===== config.mk =====
export PLATFORM = sky130hd
export DESIGN_NAME = mips_muldiv_flat
export DESIGN_NICKNAME = d
export VERILOG_FILES = /design/src/rtl/mips_muldiv_if.sv /design/src/rtl/mips_muldiv.sv /design/src/flat_wrapper.sv
export SDC_FILE = /design/constraint.sdc
export NUM_CORES = 1
export LEC_CHECK = 0
export ABC_AREA = 0
export BUFFER_PORTS_ARGS = -buffer_cell sky130_fd_sc_hd__buf_2
export CORE_MARGIN = 4
export CORE_UTILIZATION = 65
export CTS_CLUSTER_DIAMETER = 30
export DETAILED_ROUTE_END_ITERATION = 6
export GPL_TIMING_DRIVEN = 0
export PLACE_DENSITY = 0.87
export SKIP_CTS_REPAIR_TIMING = 1
export SLEW_MARGIN = 30
export SYNTH_ARGS = -nofsm -noshare
export SYNTH_HDL_FRONTEND = slang
export SYNTH_SLANG_ARGS = --single-unit
export TNS_END_PERCENT = 1

===== constraint.sdc =====
create_clock -name clk -period 16.3 [get_ports clk]
set_input_delay 1.63 -clock clk [delete_from_list [all_inputs] [get_ports clk]]
set_output_delay 1.63 -clock clk [all_outputs]
set_load 0.05 [all_outputs]

===== src/rtl/mips_muldiv_if.sv =====
// mips_muldiv_if: request/response bundle between the execute stage and the
// iterative multiply/divide unit.
//   start, funct, a, b : request from the datapath (master drives)
//   busy, done, dz, err: handshake/status back from the unit (slave drives)
//   hi, lo             : architectural HI/LO registers, read by mfhi/mflo
interface mips_muldiv_if #(
    parameter int unsigned WIDTH = 32
);
    logic             start;
    logic [5:0]       funct;
    logic [WIDTH-1:0] a;
    logic [WIDTH-1:0] b;
    logic             busy;
    logic             done;
    logic             dz;
    logic             err;
    logic [WIDTH-1:0] hi;
    logic [WIDTH-1:0] lo;

    modport master (
        output start, funct, a, b,
        input  busy, done, dz, err, hi, lo
    );

    modport slave (
        input  start, funct, a, b,
        output busy, done, dz, err, hi, lo
    );
endinterface


===== src/rtl/mips_muldiv.sv =====
// mips_muldiv: iterative radix-2 multiply/divide unit owning HI/LO.
// Handles mult, multu, div, divu (WIDTH+1 edges after the start edge)
// and mthi/mtlo (single edge, no busy/done).
// Ports:
//   clk   : rising-edge clock
//   reset : asynchronous, active-high; clears all state
//   bus   : mips_muldiv_if.slave
//           start/funct/a/b in; busy/done/dz/err/hi/lo out
module mips_muldiv #(
    parameter int unsigned WIDTH = 32
) (
    input  logic          clk,
    input  logic          reset,
    mips_muldiv_if.slave  bus
);
    localparam int unsigned CNT_W = $clog2(WIDTH);
    localparam logic [CNT_W-1:0] LAST = CNT_W'(WIDTH - 1);

    localparam logic [5:0] F_MTHI  = 6'h11;
    localparam logic [5:0] F_MTLO  = 6'h13;
    localparam logic [5:0] F_MULT  = 6'h18;
    localparam logic [5:0] F_MULTU = 6'h19;
    localparam logic [5:0] F_DIV   = 6'h1A;
    localparam logic [5:0] F_DIVU  = 6'h1B;

    typedef enum logic [1:0] {S_IDLE, S_RUN, S_FIX} state_t;

    state_t           state;
    logic [CNT_W-1:0] count;
    logic             op_div;
    logic             neg_lo;   // product sign (mult) / quotient sign (div)
    logic             neg_hi;   // remainder sign (div)
    logic             b_zero;
    logic [WIDTH-1:0] a_orig;
    logic [WIDTH-1:0] opnd;     // multiplicand or divisor magnitude
    logic [WIDTH-1:0] acc_hi;   // product upper half / partial remainder
    logic [WIDTH-1:0] acc_lo;   // multiplier shifting out / quotient shifting in

    // Request decode
    logic             is_mul, is_div, is_signed;
    logic [WIDTH-1:0] a_abs, b_abs;

    always_comb begin
        is_mul    = (bus.funct == F_MULT) || (bus.funct == F_MULTU);
        is_div    = (bus.funct == F_DIV)  || (bus.funct == F_DIVU);
        is_signed = (bus.funct == F_MULT) || (bus.funct == F_DIV);
        a_abs     = (is_signed && bus.a[WIDTH-1]) ? (~bus.a + WIDTH'(1)) : bus.a;
        b_abs     = (is_signed && bus.b[WIDTH-1]) ? (~bus.b + WIDTH'(1)) : bus.b;
    end

    // One radix-2 step of each algorithm
    logic [WIDTH:0]     mul_sum;
    logic [WIDTH:0]     div_trial;
    logic               div_ge;
    logic [WIDTH-1:0]   div_diff;
    logic [2*WIDTH-1:0] prod;
    logic [2*WIDTH-1:0] prod_fix;
    logic [WIDTH-1:0]   quo_fix, rem_fix;

    always_comb begin
        mul_sum   = {1'b0, acc_hi} + (acc_lo[0] ? {1'b0, opnd} : '0);
        div_trial = {acc_hi, acc_lo[WIDTH-1]};
        div_ge    = div_trial >= {1'b0, opnd};
        // Remainder stays below the divisor, so the low WIDTH bits suffice.
        div_diff  = div_trial[WIDTH-1:0] - opnd;
        prod      = {acc_hi, acc_lo};
        prod_fix  = neg_lo ? (~prod + (2*WIDTH)'(1)) : prod;
        quo_fix   = neg_lo ? (~acc_lo + WIDTH'(1)) : acc_lo;
        rem_fix   = neg_hi ? (~acc_hi + WIDTH'(1)) : acc_hi;
    end

    always_ff @(posedge clk or posedge reset) begin
        if (reset) begin
            state    <= S_IDLE;
            count    <= '0;
            op_div   <= 1'b0;
            neg_lo   <= 1'b0;
            neg_hi   <= 1'b0;
            b_zero   <= 1'b0;
            a_orig   <= '0;
            opnd     <= '0;
            acc_hi   <= '0;
            acc_lo   <= '0;
            bus.busy <= 1'b0;
            bus.done <= 1'b0;
            bus.dz   <= 1'b0;
            bus.err  <= 1'b0;
            bus.hi   <= '0;
            bus.lo   <= '0;
        end else begin
            bus.done <= 1'b0;
            bus.dz   <= 1'b0;
            bus.err  <= 1'b0;
            case (state)
                S_IDLE: begin
                    if (bus.start) begin
                        if (is_mul || is_div) begin
                            state    <= S_RUN;
                            bus.busy <= 1'b1;
                            count    <= '0;
                            op_div   <= is_div;
                            neg_lo   <= is_signed && (bus.a[WIDTH-1] ^ bus.b[WIDTH-1]);
                            neg_hi   <= is_signed && bus.a[WIDTH-1];
                            b_zero   <= (bus.b == '0);
                            a_orig   <= bus.a;
                            acc_hi   <= '0;
                            if (is_mul) begin
                                opnd   <= a_abs;
                                acc_lo <= b_abs;
                            end else begin
                                opnd   <= b_abs;
                                acc_lo <= a_abs;
                            end
                        end else if (bus.funct == F_MTHI) begin
                            bus.hi <= bus.a;
                        end else if (bus.funct == F_MTLO) begin
                            bus.lo <= bus.a;
                        end else begin
                            bus.err <= 1'b1;
                        end
                    end
                end
                S_RUN: begin
                    if (op_div) begin
                        acc_hi <= div_ge ? div_diff : div_trial[WIDTH-1:0];
                        acc_lo <= {acc_lo[WIDTH-2:0], div_ge};
                    end else begin
                        acc_hi <= mul_sum[WIDTH:1];
                        acc_lo <= {mul_sum[0], acc_lo[WIDTH-1:1]};
                    end
                    count <= count + CNT_W'(1);
                    if (count == LAST) begin
                        state <= S_FIX;
                    end
                end
                S_FIX: begin
                    if (op_div) begin
                        if (b_zero) begin
                            bus.lo <= '1;
                            bus.hi <= a_orig;
                            bus.dz <= 1'b1;
                        end else begin
                            bus.lo <= quo_fix;
                            bus.hi <= rem_fix;
                        end
                    end else begin
                        {bus.hi, bus.lo} <= prod_fix;
                    end
                    bus.done <= 1'b1;
                    bus.busy <= 1'b0;
                    state    <= S_IDLE;
                end
                default: begin
                    state    <= S_IDLE;
                    bus.busy <= 1'b0;
                end
            endcase
        end
    end
endmodule


===== src/flat_wrapper.sv =====
// flat-port wrapper written by rule: the top's interface ports become plain ports
module mips_muldiv_flat 
#(
    parameter int unsigned WIDTH = 32
)
  (clk, reset, bus_start, bus_funct, bus_a, bus_b, bus_busy, bus_done, bus_dz, bus_err, bus_hi, bus_lo);
  mips_muldiv_if #(.WIDTH(WIDTH)) bus_i ();
  input  logic clk;
  input  logic reset;
  input wire logic [$bits(bus_i.start)-1:0] bus_start;
  input wire logic [$bits(bus_i.funct)-1:0] bus_funct;
  input wire logic [$bits(bus_i.a)-1:0] bus_a;
  input wire logic [$bits(bus_i.b)-1:0] bus_b;
  output wire logic [$bits(bus_i.busy)-1:0] bus_busy;
  output wire logic [$bits(bus_i.done)-1:0] bus_done;
  output wire logic [$bits(bus_i.dz)-1:0] bus_dz;
  output wire logic [$bits(bus_i.err)-1:0] bus_err;
  output wire logic [$bits(bus_i.hi)-1:0] bus_hi;
  output wire logic [$bits(bus_i.lo)-1:0] bus_lo;
  assign bus_i.start = bus_start;
  assign bus_i.funct = bus_funct;
  assign bus_i.a = bus_a;
  assign bus_i.b = bus_b;
  assign bus_busy = bus_i.busy;
  assign bus_done = bus_i.done;
  assign bus_dz = bus_i.dz;
  assign bus_err = bus_i.err;
  assign bus_hi = bus_i.hi;
  assign bus_lo = bus_i.lo;
  mips_muldiv #(.WIDTH(WIDTH)) u_core (.clk(clk), .reset(reset), .bus(bus_i));
endmodule

; Word-level counts from Yosys, hierarchy flattened
; Cells that the tools add are included.
[word_totals]
elab_cells = 114
regBits = 207
inputBits = 73
[classes]
eq_ne = 16
add_sub_neg = 8
mux = 49
bitwise_logic = 7
reduce_logical = 17
order_cmp = 1
[ops]
columns = op, count
row1 = $mux 32, 25
row2 = $pmux 32 s2, 4
row3 = $add 32x1->32 const B, 4
row4 = $not 32->32, 4
row5 = $add 64x1->64 const B, 1
row6 = $mux 64, 1
row7 = $not 64->64, 1
row8 = $eq 6x5->1 const B, 6
row9 = $add 32x33->33, 1
row10 = $ge 33x32->1, 1
row11 = $logic_not 32->1, 1
row12 = $sub 32x32->32, 1
row13 = $reduce_and 3->1, 4
row14 = $mux 1, 11
row15 = $mux 5, 2
row16 = $pmux 5 s2, 1
row17 = $ne 2x1->1 const B, 4
row18 = $mux 2, 3
row19 = $ne 2x2->1 const B, 3
row20 = $add 5x1->5 const B, 1
row21 = $eq 5x5->1 const B, 1
row22 = $reduce_and 5->1, 1
row23 = $logic_or 1x1->1, 4
row24 = $pmux 2 s2, 1
row25 = 9 further kinds, 12

; Depth between registers and ports, before layout
; Gate-level depths: netlist of run 1.
[depth]
ltp_word = 8
depth_mapped = 15

; Least setup slack after synthesis of run 1
; Ideal clock, no wire load.
[synth_timing]
path_kind = in2reg
startpoint = input port bus_b[4]
endpoint = register u_core.acc_lo[28]
arrival_time_ns = 4.059
setup_ns = 0.125
required_time_ns = 16.175
cell_stages = 10
setup_slack_ns = 12.116
path_cell_list = or4_1 > nor4b_1 > nand2_1 > nor2_1 > nand2_1 > o31ai_1 > xnor2_1 > o211ai_1 > o21ai_0 > mux2_2
[synth_between]
elab_chain_cells = 7
[synth_lines]
columns = item, line_no
row1 = "start, declared", flat_wrapper.sv:13  ; input wire logic [$bits(bus_i.b)-1:0] bus_b;
row2 = $not 32->32, mips_muldiv.sv:48  ; b_abs = (is_signed && bus.b[WIDTH-1]) ? (~bus.b + WIDTH'(1)) : bus.b;
row3 = $add 32x1->32, mips_muldiv.sv:48
row4 = $mux 32, mips_muldiv.sv:48
row5 = $mux 32, mips_muldiv.sv:107  ; if (is_mul) begin
row6 = $mux 32, mips_muldiv.sv:97  ; if (is_mul || is_div) begin
row7 = $mux 32, mips_muldiv.sv:96  ; if (bus.start) begin
row8 = $pmux 32 s2, mips_muldiv.sv:94  ; case (state)
row9 = "end signal, assigned", mips_muldiv.sv:109  ; acc_lo <= b_abs;
row10 = "end signal, assigned", mips_muldiv.sv:112  ; acc_lo <= a_abs;
row11 = "end signal, assigned", mips_muldiv.sv:126  ; acc_lo <= {acc_lo[WIDTH-2:0], div_ge};
row12 = "end, declared", mips_muldiv.sv:37  ; logic [WIDTH-1:0] acc_lo;
; No other way between the ends. The select of a mux whose other input is x is not followed.
; A chain may end at the register's enable or synchronous reset.

; Worst setup path in the final report of run 1
[layout_timing]
startpoint = input port bus_funct[2]
endpoint = register u_core.acc_lo[11]
[layout_between]
elab_chain_cells = 8
word_cells_on_any_way = 18
classes_between = eq/ne (5) / mux (6) / reduce/logical (7)
[layout_lines]
columns = item, line_no
row1 = "start, declared", flat_wrapper.sv:11  ; input wire logic [$bits(bus_i.funct)-1:0] bus_funct;
row2 = "$eq 6x5->1, on equally long branches", "mips_muldiv.sv:44, mips_muldiv.sv:46, mips_muldiv.sv:45"
row3 = $logic_or 1x1->1, mips_muldiv.sv:46  ; is_signed = (bus.funct == F_MULT) || (bus.funct == F_DIV);
row4 = "$logic_and 1x1->1, on equally long branches", "mips_muldiv.sv:47, mips_muldiv.sv:48"
row5 = "$mux 32, on equally long branches", "mips_muldiv.sv:47, mips_muldiv.sv:48"
row6 = $mux 32, mips_muldiv.sv:107
row7 = $mux 32, mips_muldiv.sv:97
row8 = $mux 32, mips_muldiv.sv:96
row9 = $pmux 32 s2, mips_muldiv.sv:94
; Several ways; a longest one is shown, not always the timed one. The select of a mux whose other input is x is not followed.

==> results of run 1 <==
==> per-stage QoR <==
step                cell area [µm²]   util
floorplan                     16900      -
global placement              17900  0.708
detailed placement            18000  0.710
CTS                           19800  0.784
global route                  19800  0.784
finish                        19800  0.784
==> final cells by class <==
| class | count | area, µm² |
|---|---|---|
| multi-input cells | 1732 | 10800 |
| fillers | 1776 | 5480 |
| flip-flops and latches | 207 | 5180 |
| clock buffers | 61 | 1380 |
| repair buffers | 131 | 701 |
| plain buffers | 153 | 586 |
| clock inverters | 34 | 488 |
| well taps | 330 | 413 |
| inverters | 73 | 282 |
==> metal layers <==
layer  vias up  wire length [µm]  track usage  share of wire
met1      8920             24900        0.598           0.35
li1       8122                 -            -              -
met5         -                11            0        0.00015
met4         2              6510        0.326          0.090
met3       546             11200        0.180           0.16
met2      1834             29300        0.706           0.41
==> synthesized netlist by cell type, types with 14 or more instances <==
master,instances,area share
a21o_1,34,0.015
a21oi_1,182,0.054
a22oi_1,23,0.010
a31oi_1,23,0.0085
clkbuf_1,139,0.031
dfrtp_1,207,0.31
ha_1,70,0.052
inv_1,72,0.016
mux2_2,42,0.028
mux2i_1,46,0.027
nand2_1,266,0.059
nand2b_1,21,0.0078
nand3_1,25,0.0074
nand4_1,14,0.0052
nor2_1,219,0.049
nor3_1,31,0.0092
nor4_1,14,0.0052
o211ai_1,24,0.011
o21ai_0,236,0.070
o22ai_1,47,0.017
o31ai_1,21,0.0093
or3_1,23,0.0085
xnor2_1,107,0.056
xor2_1,66,0.034
==> sequential cells by signal, indices dropped and copies added, names as in the netlist, 2 cells and up <==
signal	flops
u_core.acc_lo	32
u_core.acc_hi	32
u_core.count	5
u_core.state	2
u_core.opnd	32
u_core.a_orig	32
u_core.bus.lo	32
u_core.bus.hi	32
==> kinds of logic after synthesis <==
kind of cell | count (synthesis)
flip-flops | 207
AND/OR/NAND/NOR | 700
adder cells (fa/ha/maj) | 72
multiplexers | 88
buffers and inverters | 226
AO/OA/AOI/OAI | 699
XOR/XNOR | 173
==> worst register-to-register path, stage by stage (launching register included) <==
cell	delay (ns)
dfrtp_1	0.35
clkbuf_1	0.33
inv_1	0.26
clkbuf_1	0.56
ha_1	0.33
nor3b_1	0.41
nand4_1	0.34
nor3_1	0.61
nand2_1	0.32
o21ai_0	0.28
nand2_1	0.07
o21ai_0	0.57
o21ai_0	0.25
==> worst max path at each step <==
stage / endpoint / slack, ns / cells past startpoint
floorplan: u_core.a_orig[0] / 9.02 / 1
global placement: u_core.acc_hi[12] / 6.67 / 2
detailed placement: u_core.acc_lo[28] / 11.32 / 11
CTS: u_core.acc_hi[30] / 11.64 / 15
global route: u_core.bus.hi[20] / 11.30 / 12
finish: u_core.acc_lo[11] / 11.47 / 13
==> power groups by stage <==
| stage | registers (mW) | logic (mW) | clock network [mW] |
|---|---|---|---|
| 3_3_place_gp | 0.886 | 1.95 | 0 |
| 4_1_cts | 0.896 | 2.03 | 1.10 |
| 6_report | 0.917 | 2.11 | 1.11 |
| 3_5_place_dp | 0.896 | 1.99 | 0 |
| 2_1_floorplan | 1.03 | 1.27 | 0 |
| 5_1_grt | 0.923 | 2.23 | 1.13 |
==> flow_summary.json, run 1 <==
{
  "relSlewSlack": 0.311,
  "fin_crit_ns": 4.83,
  "min_path_type": "flop to flop",
  "place_inst": 2626,
  "critical-path-max-stage-delay_ns": 0.67,
  "synthesis.area_um2": 16900,
  "routedWlPerCell_um": 26.5,
  "pwr-share-seq": 0.222,
  "internal-power_mw": 2.16,
  "drv_slew": 0,
  "core_region_area_um2": 25300,
  "swShare": 0.479,
  "synthAdderAreaFrac": 0.0543,
  "p_per_area_nw_per_um2": 208,
  "crit_family": "simple AND/OR/NAND/NOR gates",
  "ys_warn_count": 0,
  "crit_buf_inv": 3,
  "avgSynthCellArea_um2": 7.79,
  "antenna-diode-count": 0,
  "num_vias": 19424,
  "cts_root_buf": "clkbuf_16",
  "drtIter0Drc": 3524,
  "die_w_um": 169,
  "rows": 58,
  "finClkSkew_ns": 0.0224,
  "pre_cts_ws_ns": 11.32,
  "finalNetCount": 2494,
  "ys_async_sr_fraction": 1.00,
  "fin_crit_sh": 0.296,
  "synth-compound-area-share": 0.252,
  "vias_per_cell": 7.14,
  "synth_edf_count": 0,
  "seq_area_frac_synth": 0.307,
  "instances_no_fill": 2721,
  "die_y_um": 169,
  "synth_xor_area_frac": 0.0899,
  "area_growth_pct": 17.7,
  "cap_violations": 0,
  "grt_pass1_vias": 18622,
  "switchingPower_mw": 1.98,
  "status": "finished, violations left",
  "antenna_found_initial": 1,
  "tns_ns": 0,
  "io_pins": 141,
  "r2r-end": "u_core.bus.hi[20]",
  "htree_levels": 2,
  "grt_max_degree": 93,
  "clkPwrFrac": 0.268,
  "fin_ws_ns": 11.47,
  "r2r_cells": 12,
  "cts_tree": "yes",
  "min-delay-start": "u_core.bus.hi[27]",
  "reg2reg_from": "u_core.acc_lo[0]",
  "layout-drive-gt1-share": 0.122,
  "grt_pass1_wl_um": 107000,
  "wl_um": 72000,
  "failed_checks": "design-rule violations",
  "ys_seq_elements": 207,
  "drt_first_pass_iters": 7,
  "path_cells": "buf_2 > nor3b_1 > nand2_1 > nor2_1 > and2_1 > clkbuf_1 > clkbuf_1 > o21ai_0 > xnor2_1 > nor2_1 > a21oi_1 > a21oi_1 > o21ai_0",
  "hold_ws_ns": 0.466,
  "synth.area.mux_share": 0.0554,
  "grt-ovfl-total": 0,
  "worstHoldPathCells": 1,
  "power_frac_comb": 0.510,
  "cts_buffers": 51,
  "start_util": 0.666,
  "drtAntennaViolNets": 0,
  "max_freq_ghz": 0.207,
  "clockBufferDepth": 3,
  "gp_congestion": 1.05,
  "critPathCaptureType": "flop",
  "worstPathArrival_ns": 5.30,
  "r2r_setup_slack_ns": 11.48,
  "track_usage": 0.484,
  "io_buffers": 129,
  "start_kind": "input pin",
  "crit_start": "bus_funct[2]",
  "critPathSlowestCell": "nor2_1",
  "clkTransAtPathRegs_ns": 0.05,
  "final-setup-viol-count": 0,
  "dp.final_hpwl_um": 52200,
  "rsz0062_at_grt": "no",
  "power_mw": 4.13,
  "crit_fanout": 10,
  "leakagePower_nw": 8.61,
  "ys_dominant_reg_cell": "dfrtp_1",
  "finalHoldViolCount": 0,
  "dieArea_um2": 28600,
  "syn-num-nets": 2310,
  "worst_slew_pin_slew_ns": 1.03,
  "holdPathEnd": "u_core.bus.hi[27]",
  "synth_cell_types": 70,
  "synth_top_family_by_area": "compound AO/OA/AOI/OAI gates",
  "final_common_cell": "nand2_1",
  "final_cell_mix": "nand2_1 (266), o21ai_0 (236), nor2_1 (219)",
  "drc_errors": 23,
  "cts_sinks": 207,
  "netlist_instances": 2165,
  "synthSimpleGateAreaFrac": 0.191,
  "setup.worst_path.class": "input pin to flop",
  "vdd_drop_max_v": 0.000170,
  "cp.required_ns": 16.78,
  "clock_latency_ns": 0.57
}
No activity file was read; power rests on OpenSTA's default activity.
==> run 2: changes to the inputs <==
--- a/config.mk
+++ b/config.mk
@@ -8,11 +8,11 @@
 export ABC_AREA = 0
 export BUFFER_PORTS_ARGS = -buffer_cell sky130_fd_sc_hd__buf_2
 export CORE_MARGIN = 4
-export CORE_UTILIZATION = 65
+export CORE_UTILIZATION = 56
 export CTS_CLUSTER_DIAMETER = 30
 export DETAILED_ROUTE_END_ITERATION = 6
 export GPL_TIMING_DRIVEN = 0
-export PLACE_DENSITY = 0.87
+export PLACE_DENSITY = 0.79
 export SKIP_CTS_REPAIR_TIMING = 1
 export SLEW_MARGIN = 30
 export SYNTH_ARGS = -nofsm -noshare
==> constraint.sdc (replaced) <==
create_clock -name clk -period 4.3 [get_ports clk]
set_input_delay 0.43 -clock clk [delete_from_list [all_inputs] [get_ports clk]]
set_output_delay 0.43 -clock clk [all_outputs]
set_load 0.05 [all_outputs]
==> flow_summary.json, run 2 (same netlist as run 1, synthesis figures left out) <==
{
  "status": "finished, violations left",
  "failed_checks": "design-rule violations",
  "clockBufferDepth": 3,
  "area_growth_pct": 19.0,
  "fin_crit_sh": 0.978,
  "fin_crit_ns": 4.21,
  "drc_errors": 2,
  "final_common_cell": "nand2_1",
  "wl_um": 72800,
  "start_kind": "flop",
  "dp.final_hpwl_um": 55600,
  "grt_max_degree": 30,
  "finalHoldViolCount": 0,
  "seq_area_um2": 5180,
  "pre_cts_ws_ns": -0.528,
  "cts_tree": "yes",
  "leakagePower_nw": 8.67,
  "multi_input_area_um2": 10800,
  "highest_layer": "met5",
  "path_cells": "inv_1 > ha_1 > inv_1 > fa_1 > a21o_1 > a21oi_1 > nor2_1 > o31ai_1 > a2111oi_0 > o22ai_2 > o21ai_0 > xor2_1 > a222oi_1 > o21ai_0",
  "finClkSkew_ns": 0.0317,
  "track_usage": 0.424,
  "cts_root_buf": "clkbuf_16",
  "place_inst": 2692,
  "num_vias": 18922,
  "utilization": 0.677,
  "vdd_drop_max_v": 0.000540,
  "die_y_um": 182,
  "setup.worst_path.class": "flop to flop",
  "finalNetCount": 2501,
  "instances_no_fill": 2789,
  "final_area_um2": 20100,
  "route.met2.wl_um": 30500,
  "worstPathArrival_ns": 4.60,
  "io_buffers": 129,
  "drtAntennaViolNets": 0,
  "grt-ovfl-total": 0,
  "cp.required_ns": 4.70,
  "fill_cells": 2519,
  "worstHoldPathCells": 2,
  "crit_fanout": 7,
  "drt_first_pass_iters": 7,
  "worst_slew_pin_slew_ns": 1.04,
  "grt_pass1_wl_um": 108000,
  "relSlewSlack": 0.306,
  "wl_met3_um": 9650,
  "r2r_cells": 14,
  "drv_slew": 0,
  "critPathCaptureType": "flop",
  "final_cell_mix": "nand2_1 (266), o21ai_0 (236), nor2_1 (219)",
  "max_freq_ghz": 0.238,
  "critPathSlowestCell": "o31ai_1",
  "layout-drive-gt1-share": 0.131,
  "io_pins": 141,
  "dieArea_um2": 32900,
  "start_util": 0.569,
  "rows": 63,
  "routedWlPerCell_um": 26.1,
  "min_path_type": "input pin to flop",
  "die_w_um": 182,
  "grt_pass1_vias": 17776,
  "vias_per_cell": 6.78,
  "critical-path-max-stage-delay_ns": 0.58,
  "drtIter0Drc": 2560,
  "met1_length_um": 28000,
  "clkTransAtPathRegs_ns": 0.05,
  "cts_sinks": 207,
  "final-setup-viol-count": 0,
  "cts_buffers": 52,
  "cap_violations": 0,
  "fin_ws_ns": 0.0947,
  "placed_cell_area_um2": 18200,
  "core_region_area_um2": 29600,
  "clock_latency_ns": 0.59,
  "gp_congestion": 1.07,
  "p_per_area_nw_per_um2": 781,
  "rsz0062_at_grt": "no",
  "htree_levels": 2,
  "antenna_found_initial": 2
}
[run 2: changes by cell type in the layout (fill, tap and decap cells not counted), moves of 2 or more]
| cell | delta |
|---|---|
| inv_8 | +2 |
| bufinv_16 | -4 |
| inv_16 | +2 |
| clkbuf_2 | +5 |
| inv_6 | +6 |
| clkbuf_1 | -11 |
| clkinv_4 | -3 |
| clkinvlp_4 | +5 |
| clkbuf_8 | -2 |
| buf_12 | +5 |
[run 2: worst max-delay path, delay by kind of cell (launching register included)]
family	cells	cell delay (ns)
XOR/XNOR	1	0.18
flip-flops	1	0.57
AO/OA/AOI/OAI	8	2.41
buffers and inverters	2	0.19
AND/OR/NAND/NOR	1	0.09
adder cells (fa/ha/maj)	2	0.60
[run 2: metal layers]
| layer | vias to the layer above | track usage |
|---|---|---|
| met1 | 8920 | 0.573 |
| met4 | 4 | 0.214 |
| met5 | - | 0 |
| met2 | 1498 | 0.632 |
| met3 | 334 | 0.109 |
| li1 | 8166 | - |
[run 2: final cells by class]
type / count / area share
Antenna cell: 1 / 0.000125
Buffer: 152 / 0.0293
Clock buffer: 55 / 0.0675
Clock inverter: 41 / 0.0240
Inverter: 73 / 0.0139
Multi-Input combinational cell: 1732 / 0.541
Sequential cell: 207 / 0.258
Tap cell: 390 / 0.0243
Timing Repair Buffer: 138 / 0.0418
[run 2: per-stage QoR]
step / power [mW] / TNS [ns] / hold slack (ns)
after floorplan: 8.71 / 0 / 0.445
after global placement: 11.0 / -27.56 / 0.457
after detailed placement: 11.1 / -5.85 / 0.469
after CTS: 15.3 / -6.54 / -0.107
after global routing: 16.4 / 0 / 0.155
final: 15.7 / 0 / 0.150
[run 2: worst paths after layout]
kind	end	startpoint	slack (ns)
setup / recovery	u_core.acc_hi[26]	u_core.acc_lo[31]	0.09
hold / removal	u_core.b_zero	bus_b[31]	0.15
setup reg to reg	u_core.acc_hi[26]	u_core.acc_lo[31]	0.09
hold reg to reg	u_core.bus.hi[27]	u_core.bus.hi[27]	0.47
max in group asynchronous	u_core.count[3]	reset	2.45
min in group asynchronous	u_core.bus.lo[26]	reset	0.46
[run 2: power breakdown]
part | internal (mW) | total [mW] | switching, mW
logic | 2.69 | 8.03 | 5.34
clock network | 2.69 | 4.12 | 1.43
registers | 2.63 | 3.52 | 0.895
total | 8.01 | 15.7 | 7.66
